File: config.mk
export PLATFORM = sky130hd
export DESIGN_NAME = port_arbiter_flat
export DESIGN_NICKNAME = d
export VERILOG_FILES = /design/src/rtl/port_arbiter_if.sv /design/src/rtl/port_arbiter.sv /design/src/flat_wrapper.sv
export SDC_FILE = /design/constraint.sdc
export NUM_CORES = 1
export LEC_CHECK = 0
export CORE_AREA = 8 8 116 118
export DETAILED_ROUTE_END_ITERATION = 16
export DIE_AREA = 0 0 124 126
export PLACE_DENSITY = 0.95
export SYNTH_ARGS = -nofsm -noshare
export SYNTH_HDL_FRONTEND = slang
export SYNTH_SLANG_ARGS = --single-unit
File: constraint.sdc
create_clock -name clk -period 9.1 [get_ports clk]
set_input_delay 1.365 -clock clk [delete_from_list [all_inputs] [get_ports clk]]
set_output_delay 1.365 -clock clk [all_outputs]
set_load 0.005 [all_outputs]
File: src/rtl/port_arbiter_if.sv
// ============================================================================
//  Module   : port_arbiter_if
//  Brief    : Flit handshake bundle between the transceivers, the output-port
//             arbiter and the downstream link.
//  Revision : 1.0
// ============================================================================
`default_nettype none

interface port_arbiter_if #(
  parameter int DATA_SIZE = 32,
  parameter int ADDR_SIZE = 4,
  parameter int REQ_NUM   = 5
);
  localparam int BUS_SIZE = DATA_SIZE + ADDR_SIZE + 1;

  logic [REQ_NUM-1:0]          req_i;
  logic [BUS_SIZE*REQ_NUM-1:0] data_i;
  logic [REQ_NUM-1:0]          ack_o;
  logic                        r_ready_in;
  logic                        wr_ready_out;
  logic [BUS_SIZE-1:0]         data_o;

  // master = arbiter side, slave = transceivers plus downstream link
  modport master (
    input  req_i, data_i, r_ready_in,
    output ack_o, wr_ready_out, data_o
  );

  modport slave (
    output req_i, data_i, r_ready_in,
    input  ack_o, wr_ready_out, data_o
  );
endinterface

`default_nettype wire

File: src/rtl/port_arbiter.sv
// ============================================================================
//  Module   : port_arbiter
//  Brief    : Round-robin output-port scheduler with packet-level locking and
//             forced release after MAX_FLITS flits without a tail.
//  Revision : 1.0
// ============================================================================
`default_nettype none

module port_arbiter #(
  parameter int DATA_SIZE = 32,
  parameter int ADDR_SIZE = 4,
  parameter int REQ_NUM   = 5,
  parameter int MAX_FLITS = 16
) (
  input  wire logic         clk,
  input  wire logic         a_rst_n,
  port_arbiter_if.master    link,
  output logic [REQ_NUM-1:0] grant_o,
  output logic              busy_o,
  output logic              len_err_o
);

  localparam int BUS_SIZE = DATA_SIZE + ADDR_SIZE + 1;
  localparam int IDX_W    = (REQ_NUM > 1) ? $clog2(REQ_NUM) : 1;
  localparam int CNT_W    = $clog2(MAX_FLITS + 1);

  localparam logic [CNT_W-1:0]   MAX_CNT   = CNT_W'(MAX_FLITS);
  localparam logic [REQ_NUM-1:0] GRANT_ONE = REQ_NUM'(1);
  localparam logic [IDX_W-1:0]   LAST_RST  = IDX_W'(REQ_NUM - 1);

  typedef enum logic [1:0] {
    S_IDLE     = 2'd0,
    S_SEND     = 2'd1,
    S_WAIT_ACK = 2'd2,
    S_RELEASE  = 2'd3
  } state_t;

  state_t              state_q;
  logic [IDX_W-1:0]    last_q;
  logic [IDX_W-1:0]    gidx_q;
  logic [CNT_W-1:0]    flit_cnt_q;
  logic                tail_q;
  logic [REQ_NUM-1:0]  ack_q;
  logic [REQ_NUM-1:0]  grant_q;
  logic                wr_q;
  logic [BUS_SIZE-1:0] data_q;
  logic                busy_q;
  logic                len_err_q;
  logic [IDX_W-1:0]    win_d;

  function automatic logic [IDX_W-1:0] rr_idx(input logic [IDX_W-1:0] base, input int k);
    int s;
    s = int'(base) + k;
    if (s >= REQ_NUM) s = s - REQ_NUM;
    return IDX_W'(s);
  endfunction

  // Scan from farthest to nearest so the requester closest after last wins.
  always_comb begin
    win_d = last_q;
    for (int k = REQ_NUM; k >= 1; k--) begin
      if (link.req_i[rr_idx(last_q, k)]) win_d = rr_idx(last_q, k);
    end
  end

  always_ff @(posedge clk or negedge a_rst_n) begin
    if (!a_rst_n) begin
      state_q    <= S_IDLE;
      last_q     <= LAST_RST;
      gidx_q     <= '0;
      flit_cnt_q <= '0;
      tail_q     <= 1'b0;
      ack_q      <= '0;
      grant_q    <= '0;
      wr_q       <= 1'b0;
      data_q     <= '0;
      busy_q     <= 1'b0;
      len_err_q  <= 1'b0;
    end else begin
      len_err_q <= 1'b0;
      case (state_q)
        S_IDLE: begin
          if (|link.req_i) begin
            gidx_q  <= win_d;
            grant_q <= GRANT_ONE << win_d;
            busy_q  <= 1'b1;
            state_q <= S_SEND;
          end
        end
        S_SEND: begin
          if (link.req_i[gidx_q]) begin
            if (!link.r_ready_in) begin
              data_q  <= link.data_i[gidx_q*BUS_SIZE +: BUS_SIZE];
              wr_q    <= 1'b1;
              state_q <= S_WAIT_ACK;
            end
          end else if (flit_cnt_q == '0) begin
            // Owner withdrew before sending anything: drop the grant, keep last.
            grant_q <= '0;
            busy_q  <= 1'b0;
            state_q <= S_IDLE;
          end
        end
        S_WAIT_ACK: begin
          if (link.r_ready_in) begin
            wr_q       <= 1'b0;
            ack_q      <= grant_q;
            flit_cnt_q <= flit_cnt_q + CNT_W'(1);
            tail_q     <= data_q[ADDR_SIZE];
            state_q    <= S_RELEASE;
          end
        end
        S_RELEASE: begin
          if (!link.req_i[gidx_q] && !link.r_ready_in) begin
            ack_q <= '0;
            if (tail_q || (flit_cnt_q == MAX_CNT)) begin
              last_q     <= gidx_q;
              flit_cnt_q <= '0;
              grant_q    <= '0;
              busy_q     <= 1'b0;
              len_err_q  <= !tail_q;
              state_q    <= S_IDLE;
            end else begin
              state_q <= S_SEND;
            end
          end
        end
        default: state_q <= S_IDLE;
      endcase
    end
  end

  assign link.ack_o        = ack_q;
  assign link.wr_ready_out = wr_q;
  assign link.data_o       = data_q;
  assign grant_o           = grant_q;
  assign busy_o            = busy_q;
  assign len_err_o         = len_err_q;

endmodule

`default_nettype wire

File: src/flat_wrapper.sv
// flat-port wrapper written by rule: the top's interface ports become plain ports
module port_arbiter_flat 
#(
  parameter int DATA_SIZE = 32,
  parameter int ADDR_SIZE = 4,
  parameter int REQ_NUM   = 5,
  parameter int MAX_FLITS = 16
)
  (clk, a_rst_n, grant_o, busy_o, len_err_o, link_req_i, link_data_i, link_r_ready_in, link_ack_o, link_wr_ready_out, link_data_o);
  port_arbiter_if #(.DATA_SIZE(DATA_SIZE), .ADDR_SIZE(ADDR_SIZE), .REQ_NUM(REQ_NUM)) link_i ();
  input  wire logic clk;
  input  wire logic a_rst_n;
  output logic [REQ_NUM-1:0] grant_o;
  output logic busy_o;
  output logic len_err_o;
  input wire logic [$bits(link_i.req_i)-1:0] link_req_i;
  input wire logic [$bits(link_i.data_i)-1:0] link_data_i;
  input wire logic [$bits(link_i.r_ready_in)-1:0] link_r_ready_in;
  output wire logic [$bits(link_i.ack_o)-1:0] link_ack_o;
  output wire logic [$bits(link_i.wr_ready_out)-1:0] link_wr_ready_out;
  output wire logic [$bits(link_i.data_o)-1:0] link_data_o;
  assign link_i.req_i = link_req_i;
  assign link_i.data_i = link_data_i;
  assign link_i.r_ready_in = link_r_ready_in;
  assign link_ack_o = link_i.ack_o;
  assign link_wr_ready_out = link_i.wr_ready_out;
  assign link_data_o = link_i.data_o;
  port_arbiter #(.DATA_SIZE(DATA_SIZE), .ADDR_SIZE(ADDR_SIZE), .REQ_NUM(REQ_NUM), .MAX_FLITS(MAX_FLITS)) u_core (.clk(clk), .a_rst_n(a_rst_n), .link(link_i), .grant_o(grant_o), .busy_o(busy_o), .len_err_o(len_err_o));
endmodule
# == Word-level counts from Yosys, hierarchy flattened ==
# Cells that the tools add are included.
# classes
addsub,11
multipliers,1
magnitude_cmp,11
n_eq_ne,14
shift,2
n_mux,54
bitwise_logic,1
reduce_logical,20
# ops
operator,n
variable part select 185 x 10 -> 37 bit,1
2-to-1 mux 5 bit,8
2-to-1 mux 3 bit,10
less-than comparator 3 x 4 -> 1 bit (second input constant),6
greater-or-equal comparator 4 x 3 -> 1 bit (second input constant),5
case mux 5 bit (2 select lines),2
binary-select mux 1 bit (select 3 bit),6
2-to-1 mux 1 bit,18
case mux 5 bit (3 select lines),1
subtractor 3 bit (second input constant),5
2-to-1 mux 2 bit,6
!= test 2 x 1 -> 1 bit (second input constant),5
multiplier 3 x 6 -> 9 bit (second input constant),1
AND reduction 3 bit,3
adder 3 x 2 -> 4 bit (second input constant),2
adder 3 x 3 -> 4 bit (second input constant),2
case mux 2 bit (4 select lines),1
AND reduction 4 bit,2
!= test 2 bit (second input constant),3
AND reduction 6 bit,1
adder 5 x 1 -> 5 bit (second input constant),1
== test 5 bit (second input constant),1
logical NOT 5 bit,1
AND reduction 5 bit,1
other kinds (17),22
# word_totals
regBits,64
inputBits,193
elab_cells,125

# == Logic depth before layout (Yosys ltp) ==
# depth
depth_word,13
depth_mapped,14

# == Worst setup path after synthesis ==
# No wires, ideal clock.
# synth_path
path_kind,input port to flip-flop
startpoint,input port link_req_i[3]
endpoint,register u_core.grant_q[4] (netlist: u_core.grant_o[4])
setup_ns,0.120
t_arrival_ns,3.121
required_ns,8.980
setup_slack_ns,5.859
path_stages,7
path_buffers,1
cell_sequence,mux4_2 -> a22o_1 -> buf_6 -> nor4_4 -> o21ai_2 -> and2_0 -> a41o_1
# synth_between
elab_chain_len,10
elab_cells_between_ends,27
classes_between,3 x eq/ne; 1 x shift; 19 x mux; 4 x reduce/logical
# synth_lines
item,line_no,text
from (decl),flat_wrapper.sv:16,input wire logic [$bits(link_i.req_i)-1:0] link_req_i;
binary-select mux 1 bit (select 3 bit),port_arbiter.sv:62,"if (link.req_i[rr_idx(last_q, k)]) win_d = rr_idx(last_q, k);"
2-to-1 mux 1 bit (implied by the code),port_arbiter.sv:62,
2-to-1 mux 3 bit (5 in a row),port_arbiter.sv:62,
<< shifter 1 x 3 -> 5 bit,port_arbiter.sv:85,grant_q <= GRANT_ONE << win_d;
2-to-1 mux 5 bit,port_arbiter.sv:83,if (|link.req_i) begin
case mux 5 bit (3 select lines),port_arbiter.sv:81,case (state_q)
to (signal assigned),port_arbiter.sv:85,
to (decl),port_arbiter.sv:44,logic [REQ_NUM-1:0] grant_q;
# Several ways; a longest one is shown, not always the timed one. The select of a mux whose other input is x is not followed.
# A chain may end at the register's enable or synchronous reset.

# == Worst setup path after layout ==
# layout_path
startpoint,register u_core.last_q[1]
endpoint,register u_core.grant_q[2] (netlist: u_core.grant_o[2])
# layout_between
elab_chain_len,13
elab_cells_between_ends,38
classes_between,10 x add/sub; 5 x order compare; 1 x shift; 22 x mux
# layout_lines
item,line_no,text
from (decl),port_arbiter.sv:39,logic [IDX_W-1:0] last_q;
from (signal assigned),port_arbiter.sv:117,last_q <= gidx_q;
adder 3 x 3 -> 4 bit,port_arbiter.sv:53,s = int'(base) + k;
greater-or-equal comparator 4 x 3 -> 1 bit or subtractor 3 bit (tied branches),port_arbiter.sv:54,if (s >= REQ_NUM) s = s - REQ_NUM;
2-to-1 mux 3 bit,port_arbiter.sv:54,
binary-select mux 1 bit (select 3 bit),port_arbiter.sv:62,
2-to-1 mux 1 bit (implied by the code),port_arbiter.sv:62,
2-to-1 mux 3 bit (4 in a row),port_arbiter.sv:62,
2-to-1 mux 3 bit (*),port_arbiter.sv:62,
<< shifter 1 x 3 -> 5 bit (*),port_arbiter.sv:85,
2-to-1 mux 5 bit (*),port_arbiter.sv:83,
case mux 5 bit (3 select lines) (*),port_arbiter.sv:81,
# Every way passes the cells marked *; elsewhere a longest branch is shown, timed or not. The select of a mux whose other input is x is not followed.

==> flow_summary_export.csv <==
group,metric,value,unit
power_and_ir_drop,sw_frac_of_total,44.1,%
die,core-area,11700,µm²
power_and_ir_drop,power_frac_clock,13.4,%
placement,dp_hpwl,15.5,mm
worst_setup_path,startpoint_type,"flip-flop",
placement,dp_cells,896,
power_and_ir_drop,leakage,0.00310,µW
grt,grt_pass1_wl,29.6,mm
outcome,status,"finished, final reports clean",
sta,min_period,3.97,ns
die,die_x,124,µm
drt,wl_per_cell,21.8,µm
worst_setup_path,worstSetupPathType,"reg2reg",
worst_setup_path,critPathArrivalTime,4.19,ns
synthesis,synthFlopType,"dfrtp_1",
placement,gp_congestion,0.923,
cells_and_area,fin_cells,912,
synthesis,yosysSeqAreaShare,31.5,%
drt,ant_nets,0,
placement,dpl_cell_area,7560,µm²
synthesis,yosysWarnings,0,
sta,maxClockFrequency,252,MHz
worst_setup_path,cp_cell_sequence,"inv_1 > ha_1 > inv_2 > o32ai_1 > nand3_1 > and4bb_1 > nor3_1 > o32ai_1 > o41ai_1",
power_and_ir_drop,power_frac_seq,20.0,%
run,max-cap-violations,0,
sta,final.period_utilization,43.6,%
clock_network,cts_buffers,9,
die,rows,40,
drt,post_drt_via_cell_ratio,5.97,
power_and_ir_drop,finalPower,2630,µW
worst_setup_path,path_common_cell,"o32ai_1",
synthesis,async_reset_ff_share,100,%
clock_network,root_buffer,"clkbuf_16",
synthesis,ys_types,68,
clock_network,htreeDepth,3,
die,fp.dieArea,15600,µm²
clock_network,cts_tree,"done",
sta,drv_slew,0,
power_and_ir_drop,power_per_cell_area,334,nW/µm²
sta,slew_headroom,45.4,%
worst_setup_path,cp_data_required_time,9.31,ns
hold_path,hp-class,"reg2reg",
clock_network,post_cts_buffers,0,
drt,drt-total-wl,19.8,mm
cells_and_area,diodes,0,
sta,hold_viol_final,0,
die,initial_core_util,43.5,%
drt,drtPass1Iterations,6,
die,ios,243,
cells_and_area,layout_common_cells,"clkdlybuf4s50_1 (241), nor2_1 (61), dfrtp_1 (61)",
cells_and_area,final_common_cell,"clkdlybuf4s50_1",
power_and_ir_drop,switchingPower,1160,µW
drt,drtIter0Drc,608,
grt,antenna_found_initial,0,
grt,gr-total-overflow,0,
clock_network,cts-resized-gates,0,
grt,grt_max_degree,75,
sta,rsz0062_at_grt,"no",
sta,finalSetupViolCount,0,
clock_network,clk_latency,0.33,ns
power_and_ir_drop,vdd_drop_max,0.302,mV
synthesis,synth_edf_count,0,
die,dieHeight,126,µm
grt,grt_pass1_vias,5546,
clock_network,clk_pin_slew,0.06,ns
worst_setup_path,max_stage_delay,0.90,ns
synthesis,ys_ff_latch,64,
cells_and_area,nNetsFinal,967,
worst_setup_path,crit_slowest_cell,"ha_1",
sta,tns,0,ns
sta,worst_pin_slew,0.819,ns
power_and_ir_drop,combPwrFrac,66.5,%
cells_and_area,stdcell_area,7860,µm²
drt,num_vias,5448,
grt,track_usage,24.3,%
power_and_ir_drop,p_int,1470,µW
worst_setup_path,cp-end-kind,"flip-flop",
sta,skew,0.00837,ns
placement,port_buffers,242,
clock_network,cts.sinks,64,
worst_setup_path,worstPathMaxFanout,22,
cells_and_area,syn_to_final_growth,54.4,%
synthesis,syn_nets,749,
cells_and_area,drive_above_1_share,10.3,%
clock_network,ctsHoldBuffers,0,
clock_network,clock_path_buffers,2,
synthesis,syn-cell-area,5090,µm²
drt,drc_errors,0,
synthesis,avgSynthCellArea,9.39,µm²
synthesis,syn_inst,542,
-- stage by stage --
step                util (%)  setup slack, ns  hold WS (ns)
floorplan                  -             5.86         0.471
finish                  67.1             5.13         0.488
CTS                     67.1             5.23         0.489
detailed placement      64.5             4.97         0.476
global placement        64.5             5.02         0.461
global route            67.1             4.88         0.506
-- registers in the layout, summed over array words and instances, names as in the netlist, named ones only --
register                  flops
u_core.tail_q                 1
u_core.busy_o                 1
u_core.flit_cnt_q             5
u_core.link.wr_ready_out      1
u_core.link.data_o           37
u_core.link.ack_o             5
u_core.last_q                 3
u_core.len_err_o              1
u_core.state_q                1
u_core.gidx_q                 3
u_core.grant_o                5
-- layout make-up --
cell class | instances | area (µm²)
well taps | 147 | 184
clock inverters | 6 | 66.3
multi-input cells | 420 | 3240
fillers | 891 | 3850
clock buffers | 10 | 239
inverters | 16 | 60.1
flip-flops and latches | 64 | 1610
repair buffers | 249 | 2470
-- power groups by stage --
| stage | clock (µW) | combinational (µW) | sequential [µW] |
|---|---|---|---|
| 2_1_floorplan | 0 | 1180 | 505 |
| 3_3_place_gp | 0 | 1680 | 519 |
| 3_5_place_dp | 0 | 1720 | 527 |
| 4_1_cts | 359 | 1730 | 524 |
| 5_1_grt | 371 | 1900 | 543 |
| 6_report | 353 | 1750 | 527 |
-- layer usage --
layer  part of all wire [%]  vias up  wire [µm]  GRT usage [%]
met2                     52      302      10300           42.2
met1                     36     2629       7240           28.3
met4                    2.2        0        429           8.33
met3                    9.4       33       1870           6.26
li1                       -     2484          -              -
met5                      0        -          0              0
-- critical path, delay by kind of cell (launching register included) --
kind | cells | cell delay, ns
DFF | 1 | 0.68
and+or+nand+nor | 3 | 0.71
AOI/OAI and AO/OA | 3 | 0.98
buffers and inverters | 2 | 0.58
adders and majority gates | 1 | 0.90
-- worst paths after layout --
| check | slack, ns | start | cells past startpoint | endpoint |
|---|---|---|---|---|
| max | 5.13 | u_core.last_q[1]$_DFFE_PN0P_ | 9 | u_core.grant_o[2]$_DFFE_PN0P_ |
| min | 0.49 | u_core.link.ack_o[4]$_DFFE_PN0P_ | 2 | u_core.link.ack_o[4]$_DFFE_PN0P_ |
| max reg2reg | 5.13 | u_core.last_q[1]$_DFFE_PN0P_ | 9 | u_core.grant_o[2]$_DFFE_PN0P_ |
| min reg2reg | 0.49 | u_core.link.ack_o[4]$_DFFE_PN0P_ | 2 | u_core.link.ack_o[4]$_DFFE_PN0P_ |
| max in group asynchronous | 7.28 | a_rst_n | 2 | u_core.gidx_q[0]$_DFFE_PN0P_ |
| min in group asynchronous | 1.22 | a_rst_n | 2 | u_core.link.data_o[29]$_DFFE_PN0P_ |
-- kinds of logic after synthesis --
| group | share of synthesized area [%] |
|---|---|
| compound gates | 22.9 |
| xor+xnor | 1.55 |
| fa+ha+maj | 3.59 |
| buf+inv | 5.16 |
| flops | 31.5 |
| mux | 18.7 |
| simple gates | 16.6 |
-- synth_stat cells, types with 7 or more instances --
cell | n | area share (%)
ha_1 | 13 | 3.2
nor2_1 | 62 | 4.6
a22oi_1 | 41 | 6.0
dfrtp_1 | 63 | 31
o21ai_0 | 27 | 2.7
buf_2 | 9 | 0.88
nand2b_1 | 14 | 1.7
a211oi_1 | 8 | 1.2
inv_1 | 15 | 1.1
clkbuf_1 | 25 | 1.8
mux4_2 | 38 | 17
a21oi_1 | 46 | 4.5
a31oi_1 | 7 | 0.86
nand2_1 | 51 | 3.8
nor2b_1 | 9 | 1.1
nand3_1 | 9 | 0.88
No activity file was read; power rests on OpenSTA's default activity.
==> RTL edit (config.mk and constraints unchanged) <==
The 4 states of `state_t` get a Gray code encoding in 2 bits.
--- a/src/rtl/port_arbiter.sv
+++ b/src/rtl/port_arbiter.sv
@@ -30,8 +30,8 @@
 
   typedef enum logic [1:0] {
-    S_IDLE     = 2'd0,
-    S_SEND     = 2'd1,
-    S_WAIT_ACK = 2'd2,
-    S_RELEASE  = 2'd3
+    S_IDLE     = 2'b00,
+    S_SEND     = 2'b01,
+    S_WAIT_ACK = 2'b11,
+    S_RELEASE  = 2'b10
   } state_t;
 
Check against the original RTL: same outputs for any inputs over 4 cycles, from zero or initial values and one cycle with a_rst_n low; so few cycles prove little.
==> RTL edit against the unedited design <==
  * Routed wire length is 5.8% lower
  * Design area is 2.2% lower
  * Utilization is 1.5 points lower
  * Combinational power is 7% lower
  * Largest cell class unchanged
  * Critical path type unchanged
  * Synthesized area is 3.9% lower
  * Sequential power is 7.6% higher
  * Sequential cell count stayed put
  * Largest power group unchanged
  * Setup slack worse by 0.48 ns
  * Power is 3.6% lower
  * Via count is 7.5% lower
  * Critical path depth stayed put
  * Sequential share of layout area is 0.46 points higher
==> RTL edit: results (changes against the unedited design) <==
The average cell area after synthesis came out at 10.1 um^2 (+7.7%). Yosys attributes the largest share of cell area to sky130_fd_sc_hd__dfrtp_1 32%, sky130_fd_sc_hd__mux4_2 18%, sky130_fd_sc_hd__a21oi_1 5.8%. The final RePlAce weighted congestion came out at 0.941 (+1.9%). The capture endpoint of the worst hold path is u_core.len_err_o$_DFF_PN0_.

The pre-CTS setup slack came to 4.81 ns (-0.164 ns). The number of global-route vias before repair is 5415 (-2.4%). The post-placement cell area is 0.00738 mm^2 (-2.3%).

The first-pass iteration count of the detailed router is 5 (-1). Clock tree synthesis selected as its root buffer the cell sky130_fd_sc_hd__clkbuf_16. The pin count of the biggest net entering global routing came out at 76 (+1.3%).

By count the netlist is led by 63 x sky130_fd_sc_hd__dfrtp_1, 57 x sky130_fd_sc_hd__a21oi_1, 54 x sky130_fd_sc_hd__nor2_1. The startpoint identified for the worst register-to-register timing path is u_core.last_q[0]$_DFFE_PN0P_. The part of the cycle the worst path needs is 48.9% (+5.3 points). The clock skew after layout came out at 0.00891 ns (+0.000542 ns). The final worst hold slack came out at 0.484 ns (-0.00399 ns). The vias after detailed routing came to 5042 (-7.5%). The switching share of total power was 42.7% (-1.4 points). The critical hold path startpoint is u_core.tail_q$_DFFE_PN0P_. The total instance count after detailed placement came out at 841 (-6.1%). The run finished with clean final reports. The share of layout cells above drive strength 1 is 12.1% (+1.8 points). The largest fanout on the critical path is 26 (+18%). The worst hold path cell count is 1 (-1).

The total track usage is 23.8% (-0.54 points). The data arrival time of the critical path came out at 4.65 ns (+0.46 ns). The slew at the pin closest to its max-slew limit came out at 1.06 ns (+0.243 ns).

The flop-to-flop setup slack is 4.65 ns (-0.48 ns). The first-pass GRT wire length came out at 29100 um (-1.9%). The final layout net count is 915 (-5.4%). The number of distinct library cell variants in the gate-level netlist after synthesis is 62 (-8.8%).

The HPWL reported at the end of detailed placement came out at 14900 um (-4.3%). The fraction of the yosys area taken by sequential cells came out at 32.8% (+1.3 points). The largest incremental delay on the critical path is 0.92 ns (+0.02 ns).

The worst register-to-register path ends at u_core.grant_o[4]$_DFFE_PN0P_. The leakage component of the power is 3.03 nW (-2.1%).
[RTL edit: worst max path at each step]
stage                                       from                       endpoint  depth (start not counted)
floorplan                          link_req_i[2]  u_core.grant_o[4]$_DFFE_PN0P_                          8
global placement    u_core.last_q[0]$_DFFE_PN0P_  u_core.grant_o[0]$_DFFE_PN0P_                          9
detailed placement  u_core.last_q[0]$_DFFE_PN0P_  u_core.grant_o[4]$_DFFE_PN0P_                          9
CTS                 u_core.last_q[0]$_DFFE_PN0P_  u_core.grant_o[4]$_DFFE_PN0P_                          9
global route        u_core.last_q[0]$_DFFE_PN0P_  u_core.grant_o[4]$_DFFE_PN0P_                          9
finish              u_core.last_q[0]$_DFFE_PN0P_  u_core.grant_o[4]$_DFFE_PN0P_                          9
[RTL edit: area by class of cell]
type	count	area, um^2
clock buffer	11	253
clock inverter	5	55.1
fill	913	4020
inverter	18	67.6
multi-input combinational	365	3070
sequential	64	1610
tap	147	184
timing repair buffer	247	2450
[RTL edit: cells by family (layout without fill, tap and decap cells)]
kind of cell,after synthesis,in the layout,share of synthesized area (%)
flops,64,64,32.8
buf+inv,55,281,4.78
compound gates,168,168,23.4
mux,55,55,21.9
fa+ha+maj,17,17,4.50
simple gates,120,120,11.7
xor+xnor,5,5,0.895
[RTL edit: power by group through the flow]
stage	Sequential, mW	Clock, mW	Combinational [mW]
floorplan	0.501	0	1.12
global placement	0.559	0	1.56
detailed placement	0.569	0	1.62
CTS	0.565	0.356	1.62
global route	0.587	0.373	1.76
finish	0.567	0.348	1.62
[RTL edit: metal layers]
layer	GRT usage, %	vias up	wire (um)
met5	0	-	0
met4	10.2	0	602
met3	6.88	48	1670
met2	41.1	249	9670
met1	26.5	2447	6750
li1	-	2298	-
[RTL edit: worst reg2reg max path, stage by stage (launching register included)]
cell and delay (ns):
sky130_fd_sc_hd__dfrtp_1 0.91, sky130_fd_sc_hd__inv_1 0.38, sky130_fd_sc_hd__ha_1 0.92, sky130_fd_sc_hd__mux2i_1 0.44, sky130_fd_sc_hd__a2bb2oi_1 0.26, sky130_fd_sc_hd__a2111oi_0 0.16
sky130_fd_sc_hd__o311a_1 0.42, sky130_fd_sc_hd__o41ai_4 0.50, sky130_fd_sc_hd__nor4_1 0.12, sky130_fd_sc_hd__a22o_1 0.22
